### config.mk
export PLATFORM = sky130hd
export DESIGN_NAME = dcim_shift_acc_ctrl
export DESIGN_NICKNAME = d
export VERILOG_FILES = /design/src/rtl/dcim_shift_acc_ctrl.sv
export SDC_FILE = /design/constraint.sdc
export NUM_CORES = 1
export LEC_CHECK = 0
export ABC_AREA = 0
export CORE_ASPECT_RATIO = 1.25
export CORE_MARGIN = 3
export CORE_UTILIZATION = 35
export CTS_BUF_LIST = sky130_fd_sc_hd__clkbuf_2 sky130_fd_sc_hd__clkbuf_4 sky130_fd_sc_hd__clkbuf_8
export DETAILED_ROUTE_END_ITERATION = 8
export PLACE_DENSITY = 0.66
export SYNTH_ARGS = -nofsm -noshare
export SYNTH_HDL_FRONTEND = slang
export SYNTH_SLANG_ARGS = --single-unit
export TNS_END_PERCENT = 30
### constraint.sdc
create_clock -name clk -period 4.05 [get_ports clk]
set_input_delay 0.6075 -clock clk [delete_from_list [all_inputs] [get_ports clk]]
set_output_delay 0.6075 -clock clk [all_outputs]
set_load 0.02 [all_outputs]
### src/rtl/dcim_shift_acc_ctrl.sv
`default_nettype none
// ============================================================================
// Module   : dcim_shift_acc_ctrl
// Brief    : Bit-serial shift-accumulate sequencer feeding the DCIM CLA,
//            MSB-first, with optional negative-weight MSB plane.
// Revision : 1.0 - initial release
// ============================================================================
module dcim_shift_acc_ctrl #(
    parameter int ACC_W   = 24,
    parameter int PSUM_W  = 16,
    parameter int IN_BITS = 8,
    parameter int CNT_W   = 4
) (
    input  logic              clk,
    input  logic              rst,
    input  logic              start,
    input  logic [CNT_W-1:0]  cfg_nbits,
    input  logic              cfg_signed,
    output logic [CNT_W-1:0]  bit_idx,
    input  logic [PSUM_W-1:0] psum,
    input  logic              psum_valid,
    output logic              psum_ready,
    output logic [ACC_W-1:0]  acc_out,
    output logic              out_valid,
    input  logic              out_ready,
    output logic              busy,
    output logic              ovf
);

    typedef enum logic [1:0] {
        S_IDLE  = 2'd0,
        S_ACCUM = 2'd1,
        S_DONE  = 2'd2
    } state_t;

    localparam logic [CNT_W-1:0] c_max_nb = CNT_W'(IN_BITS);

    state_t           r_state;
    logic [ACC_W-1:0] r_acc;
    logic             r_sgn;
    logic             r_first;

    logic [CNT_W-1:0] w_nb;
    logic             w_xfer;
    logic             w_neg;
    logic [ACC_W-1:0] w_ext;
    logic [ACC_W-1:0] w_a;
    logic [ACC_W-1:0] w_b;
    logic [ACC_W-1:0] w_sum;
    logic             w_shift_ovf;
    logic             w_add_ovf;

    assign w_nb   = ((cfg_nbits == '0) || (cfg_nbits > c_max_nb)) ? c_max_nb : cfg_nbits;
    assign w_xfer = psum_valid && psum_ready;

    // The first (MSB) plane carries negative weight in signed mode: a + ~e + 1.
    assign w_neg  = r_first && r_sgn;
    assign w_ext  = ACC_W'($signed(psum));
    assign w_a    = {r_acc[ACC_W-2:0], 1'b0};
    assign w_b    = w_neg ? ~w_ext : w_ext;
    assign w_sum  = w_a + w_b + {{(ACC_W-1){1'b0}}, w_neg};

    assign w_shift_ovf = r_acc[ACC_W-1] != r_acc[ACC_W-2];
    assign w_add_ovf   = (w_a[ACC_W-1] == w_b[ACC_W-1]) && (w_sum[ACC_W-1] != w_a[ACC_W-1]);

    always_ff @(posedge clk or posedge rst) begin
        if (rst) begin
            r_state    <= S_IDLE;
            r_acc      <= '0;
            r_sgn      <= 1'b0;
            r_first    <= 1'b0;
            bit_idx    <= '0;
            psum_ready <= 1'b0;
            acc_out    <= '0;
            out_valid  <= 1'b0;
            busy       <= 1'b0;
            ovf        <= 1'b0;
        end else begin
            case (r_state)
                S_IDLE: begin
                    if (start) begin
                        r_sgn      <= cfg_signed;
                        r_acc      <= '0;
                        ovf        <= 1'b0;
                        bit_idx    <= w_nb - CNT_W'(1);
                        r_first    <= 1'b1;
                        psum_ready <= 1'b1;
                        busy       <= 1'b1;
                        r_state    <= S_ACCUM;
                    end
                end
                S_ACCUM: begin
                    if (w_xfer) begin
                        r_acc   <= w_sum;
                        r_first <= 1'b0;
                        if (w_shift_ovf || w_add_ovf) begin
                            ovf <= 1'b1;
                        end
                        if (bit_idx == '0) begin
                            acc_out    <= w_sum;
                            out_valid  <= 1'b1;
                            psum_ready <= 1'b0;
                            r_state    <= S_DONE;
                        end else begin
                            bit_idx <= bit_idx - CNT_W'(1);
                        end
                    end
                end
                S_DONE: begin
                    if (out_valid && out_ready) begin
                        out_valid <= 1'b0;
                        busy      <= 1'b0;
                        r_state   <= S_IDLE;
                    end
                end
                default: begin
                    r_state <= S_IDLE;
                end
            endcase
        end
    end

endmodule
`default_nettype wire

==> impl_results.md <==
- Worst rel slew slack: 0.5486
- Vias/cell: about 5.2
- Synth warn: 0
- H-tree levels: 3
- Adder-cell share of the synthesized area: 0.08740
- Final antenna-violating net count: 0
- Post-route DRC: 0
- Hold depth: 2
- Clk Latency, worst-skew pair: between 0.3 and 0.4 ns
- Commonest non-fill, non-tap cell in the layout: dfrtp_1
- Port-buffer cells: 57
- Avg WL per Cell: 15.37 µm
- Nets@finish: between 400 and 500
- Ranking of synthesized cells by area: dfrtp_1 41%, ha_1 8.2%, xnor2_1 6.7%
- Hold slack final: 0.4801 ns
- Die W: roughly 100 µm
- Placed cells: about 540
- Reg2Reg Depth: 11
- Hold endpoint: acc_out[5]
- Post-DP HPWL: around 6.4 mm
- Startpoint Class: register
- Fillers: a little over 1000
- Number of global-route vias before repair: 3042
- Cell Area, Placed: 4399 µm²
- Root buf cell: clkbuf_8
- Clock sinks: 60
- Non-Filler Instances: about 560
- RSZ-0062 raised after global routing: false
- Share of cells above drive strength 1: 0.1233
- Unique masters post-synth: 48
- # setup viols final: 0
- Min-delay src: acc_out[5]
- Routed WL: around 8.6 mm
- Synthesized area: about 3700 µm²
- Seq/Total Area, Yosys: 0.4097
- Routability congestion estimate from global placement: between 0.8 and 0.9
- DR iter-0 viols: around 130
- Avg Cell Area, Syn: 10.12 µm²
- Synth Area in XOR/XNOR: 0.08843
- Fraction of registers with async set/reset: 1.000
- Largest family of logic cells by synthesized area: compound AO/OA/AOI/OAI gates
- Required time worst endpoint: between 4 and 5 ns
- WL met3: 353 µm
- Crit end category: register
- CTS Buf Count: 9
- Setup bufs post-CTS: 0
- Synth top area share: 0.4097
- Final worst-path cycle share: 0.8444
- Top layer in use: met4
- First-pass iteration count of the detailed router: 4
- Overall die area: 11740 µm²
- Register bit total from synthesis: 60
- Prevailing post-synth register cell: dfrtp_1
- Rows: 41
- CP Max Fanout: 10
- Fmax: slightly below 300 MHz
- Worst setup path start: r_first
- Slew at the pin closest to its max-slew limit: between 0.6 and 0.7 ns
- Post-route worst setup slack: about 0.63 ns
- Post-Synthesis Cells: 362
- Total gr overflow: 0
- Leading area contributor after synthesis: dfrtp_1
- Worst r2r src: r_first
- M1 WL: around 3.9 mm
- Leakage Power: between 2 and 2.5 nW
- TritonCTS clock tree: done
- EDFF count, synth: 0
- Outcome: completed
- Longest Clk Path Bufs: 2
- Clk_skew: a little over 0.008 ns
- Min cycle time layout: 3.420 ns
- Met2 wire length: approximately 4.2 mm
- Slew Limit Fails: 0
- Worst R2R Setup Slack: between 0.6 and 0.7 ns
- Commonest non-fill, non-tap cells in the layout: 60 x dfrtp_1, 57 x clkdlybuf4s50_1, 34 x nand2_1
- Post-synthesis simple-gate area fraction: 0.1082
- Via Count: ~3000
- Clock slew at reported path FFs: approximately 0.070 ns
- Max-cap viol count: 0
- Crit path DAT: approximately 3.7 ns
- Worst hold path class: register to register
- Peak ir drop on the vdd network: 0.0003395 V
- Synth-to-Final Area Change: 25.13%
- Count of final hold-check violations: 0
- Largest net degree at the start of global routing: 41
- Design area: around 4600 µm²
- Post-synthesis mux area share: 0.06111
- IO Count: between 50 and 60
- Post-CTS Hold Fix Bufs: 0
- Total Neg Setup Slack: 0 ns
- Diodes inserted: 0
- Starting density of the core: 0.3608
- Die height: around 120 µm
- Net count after synthesis: around 410
- PostCTS Resize Cnt: 0
- Pwr dens: roughly 1000 nW/µm²
- Post-synthesis compound-gate area fraction: 0.2223
- Core area: approximately 10000 µm²
- Global-route wire length before repair: between 10 and 15 mm
- GR Util All Layers: 0.1554
- Setup slack at placement: around 0.34 ns
- Initial antenna violation count: 0
- Crit Reg-Reg Endpoint: acc_out[23]
- Critical path type: register to register
-- cells by family after synthesis --
logic type	count (synthesis)
xor+xnor	37
simple gates	82
mux	20
compound gates	116
buf+inv	22
fa+ha+maj	25
flops	60
-- worst max path at each step --
stage	to	slack, ns	depth (start not counted)
global route	acc_out[23]	0.29	12
floorplan	acc_out[21]	0.92	12
finish	acc_out[23]	0.63	11
global placement	acc_out[23]	0.43	11
CTS	acc_out[23]	0.59	11
detailed placement	acc_out[23]	0.34	11
-- synth_stat cells, drive strengths merged, types with 2 or more instances --
library cell,number
nor2,13
a21o,13
nand4,4
a31oi,6
a211o,2
a221oi,3
nand3,7
o2111ai,3
xor2,9
ha,24
a21oi,28
inv,11
or3,2
and3,2
o21a,5
mux2,19
xnor2,28
nor2b,3
clkbuf,8
dfrtp,60
nor3,3
o21ai,26
a211oi,5
o211ai,3
nand2,34
nor3b,6
buf,3
a22o,17
nand2b,3
-- report_power, final --
part | leakage (nW) | total, W | internal, W | switching [W]
Sequential | 0.741 | 0.00105 | 0.000878 | 0.000176
Clock | 0.103 | 0.000522 | 0.000285 | 0.000237
Combinational | 1.19 | 0.00301 | 0.00134 | 0.00167
-- layer usage --
metal | vias up | track usage
li1 | 1453 | -
met1 | 1414 | 0.1950
met2 | 55 | 0.2642
met3 | 7 | 0.02366
met4 | 0 | 0.07013
met5 | - | 0
-- critical path, cell delays in order (launching register included) --
cell and delay, ns:
dfrtp_1 0.38, nand2_1 0.41, xor2_1 0.39, inv_1 0.27
ha_1 0.47, nand4_1 0.10, or3_1 0.40, and4_1 0.19
a21oi_1 0.16, a31oi_1 0.12, xnor2_1 0.15, mux2_2 0.26
-- state kept, by name, indices dropped and copies added, names as in the netlist --
register and flops:
r_first 1, acc_out 24, out_valid 1, r_state 2, ovf 1, r_sgn 1
bit_idx 4, busy 1, psum_ready 1, r_acc 24
-- stage by stage --
step	power [W]	utilization
finish	0.004581	0.4515
global route	0.005025	0.4515
CTS	0.004649	0.4515
detailed placement	0.004096	0.4331
global placement	0.004044	0.4331
floorplan	0.003241	-
-- final cells by class --
class                      count  area (µm²)  area share
inverter                      11       41.29    0.009004
tap                          129       161.4     0.03520
clock buffer                  10       131.4     0.02865
timing repair buffer          63       615.6      0.1342
sequential                    60        1501      0.3274
clock inverter                 6       55.05     0.01201
multi-input combinational    280        2079      0.4535
No activity file was read; power rests on OpenSTA's default activity.
==> variant, RTL diff (same settings) <==
Change the parameter `PSUM_W` from 16 to 24.
--- a/src/rtl/dcim_shift_acc_ctrl.sv
+++ b/src/rtl/dcim_shift_acc_ctrl.sv
@@ -7,7 +7,7 @@
 // ============================================================================
 module dcim_shift_acc_ctrl #(
     parameter int ACC_W   = 24,
-    parameter int PSUM_W  = 16,
+    parameter int PSUM_W  = 24,
     parameter int IN_BITS = 8,
     parameter int CNT_W   = 4
 ) (
Interface: changed (resized psum); port bits go from 58 to 66. No check against the original RTL was run, so the function may have changed too.
==> variant against the original RTL <==
Cell count increased by 12%; cell area increased by 7.6%; combinational power down 10%; critical path type unchanged; highest routed layer unchanged; sequential cell count unchanged; wire length rose by 16%; worst setup slack better by 0.055 ns; area after synthesis up 7.0%; power decreased by 4.3%; critical path depth unchanged.
==> variant: results (changes against the original RTL) <==
Worst setup path
The critical path ends at acc_out[21]. The maximum single-stage delay on the critical path was 0.56 ns (+0.09 ns). The critical-path cell with the highest stage delay is sky130_fd_sc_hd__o311ai_0. The family with the most delay on the worst path is compound AO/OA/AOI/OAI gates. The critical path data arrival time was 3.61 ns (-0.04 ns).

Global routing
The via count of the first global-routing pass is 3553 (+17%). The global-route wire length before repair is 17000 µm (+15%). The global router's overall resource usage is 16.8% (+1.3 points).

Logic synthesis
The distinct cell type count after synthesis was 56 (+17%). The post-synthesis average cell area came to 9.31 µm² (-8.0%). Sorting the synthesized cells by how often they occur yields sky130_fd_sc_hd__dfrtp_1 (60), sky130_fd_sc_hd__nand2_1 (55), sky130_fd_sc_hd__xnor2_1 (31).

The post-synthesis adder-cell area fraction is 8.17% (-0.57 points). The mux contribution to synthesized area came to 3.10% (-3.0 points). By area the synthesized netlist is led by sky130_fd_sc_hd__dfrtp_1 (38%), sky130_fd_sc_hd__ha_1 (7.7%), sky130_fd_sc_hd__xnor2_1 (6.9%), sky130_fd_sc_hd__nand2_1 (5.3%), sky130_fd_sc_hd__a21oi_1 (3.7%).

The synthesized net count is 480 (+16%). The parity-gate share of the synthesized area counting xor and xnor cells came to 8.71% (-0.13 points). The proportion of synthesized chip area in sequential cells is 38.3% (-2.7 points).

Routing
The first-pass iteration count of the detailed router is 4 (unchanged). The count of vias placed by the detailed router is 3369 (+15%). The routed length per placed instance came to 16.0 µm (+4.0%).

Layout
The number of nets in the layout is 546 (+15%). The ratio of cells with drive above 1 in the final layout came to 9.55% (-2.8 points). The number of filler instances in the final layout is 1038 (+2.2%).

STA
The post-route clock skew is 0.00852 ns (+0.000475 ns). The worst hold margin was 0.483 ns (+0.00291 ns). The actual slew at the worst max-slew pin was 0.729 ns (+0.0579 ns).

The setup slack after layout came to 0.685 ns (+0.0546 ns).

Placement
The HPWL after detailed placement is 7530 µm (+19%). The setup slack at placement is 0.697 ns (+0.354 ns). The post-placement cell area is 0.00472 mm² (+7.3%).

The instance count after placement with tap cells included came to 608 (+12%). The global placer's final weighted congestion is 0.846 (+1.3%). The quantity of I/O buffers inserted on ports came to 65 (+14%).

Worst hold path
The startpoint of the most critical hold path is r_first. The sink of the worst hold path is r_first.

Run status
The flow ran to the end, and the final reports show no timing, DRC or antenna violations.

Power
The switching part of the total power was 44.9% (-0.56 points). The static leakage came to 2.16 nW (+5.9%). The clock network fraction of design power is 13.6% (+2.2 points). The power density over cell area is 888 mW/mm² (-11%). The worst-case vdd ir drop came to 0.333 mV (-2.0%).
[variant: cell count changes after synthesis, sizes merged, moves of 4 or more]
cell,delta
a21oi,+5
nand2,+22
a22o,-4
o31ai,+5
buf,+5
a21o,-5
a31o,+4
mux2,-10
o22ai,+4
nor2,+5
nor3,+5
[variant: cell families (layout without fill, tap and decap cells)]
family	Yosys count	count (layout)
mux	11	11
fa+ha+maj	25	25
xor+xnor	39	39
compound gates	133	133
buf+inv	29	100
flops	60	60
simple gates	124	124
[variant: final cells by class]
cell class	count	area, µm²	share of cell area [%]
multi-input combinational	332	2300	46.6
clock buffer	9	124	2.51
clock inverter	7	91.3	1.85
inverter	11	41.3	0.837
tap	132	165	3.35
timing repair buffer	73	711	14.4
sequential	60	1500	30.4
[variant: routing by layer]
layer | part of all wire [%] | up-vias | global-route usage (%)
met1 | 43 | 1624 | 20.9
met2 | 50 | 66 | 27.6
met5 | 0 | - | 0
met4 | 2.1 | 0 | 7.69
met3 | 4.6 | 14 | 3.47
li1 | - | 1665 | -
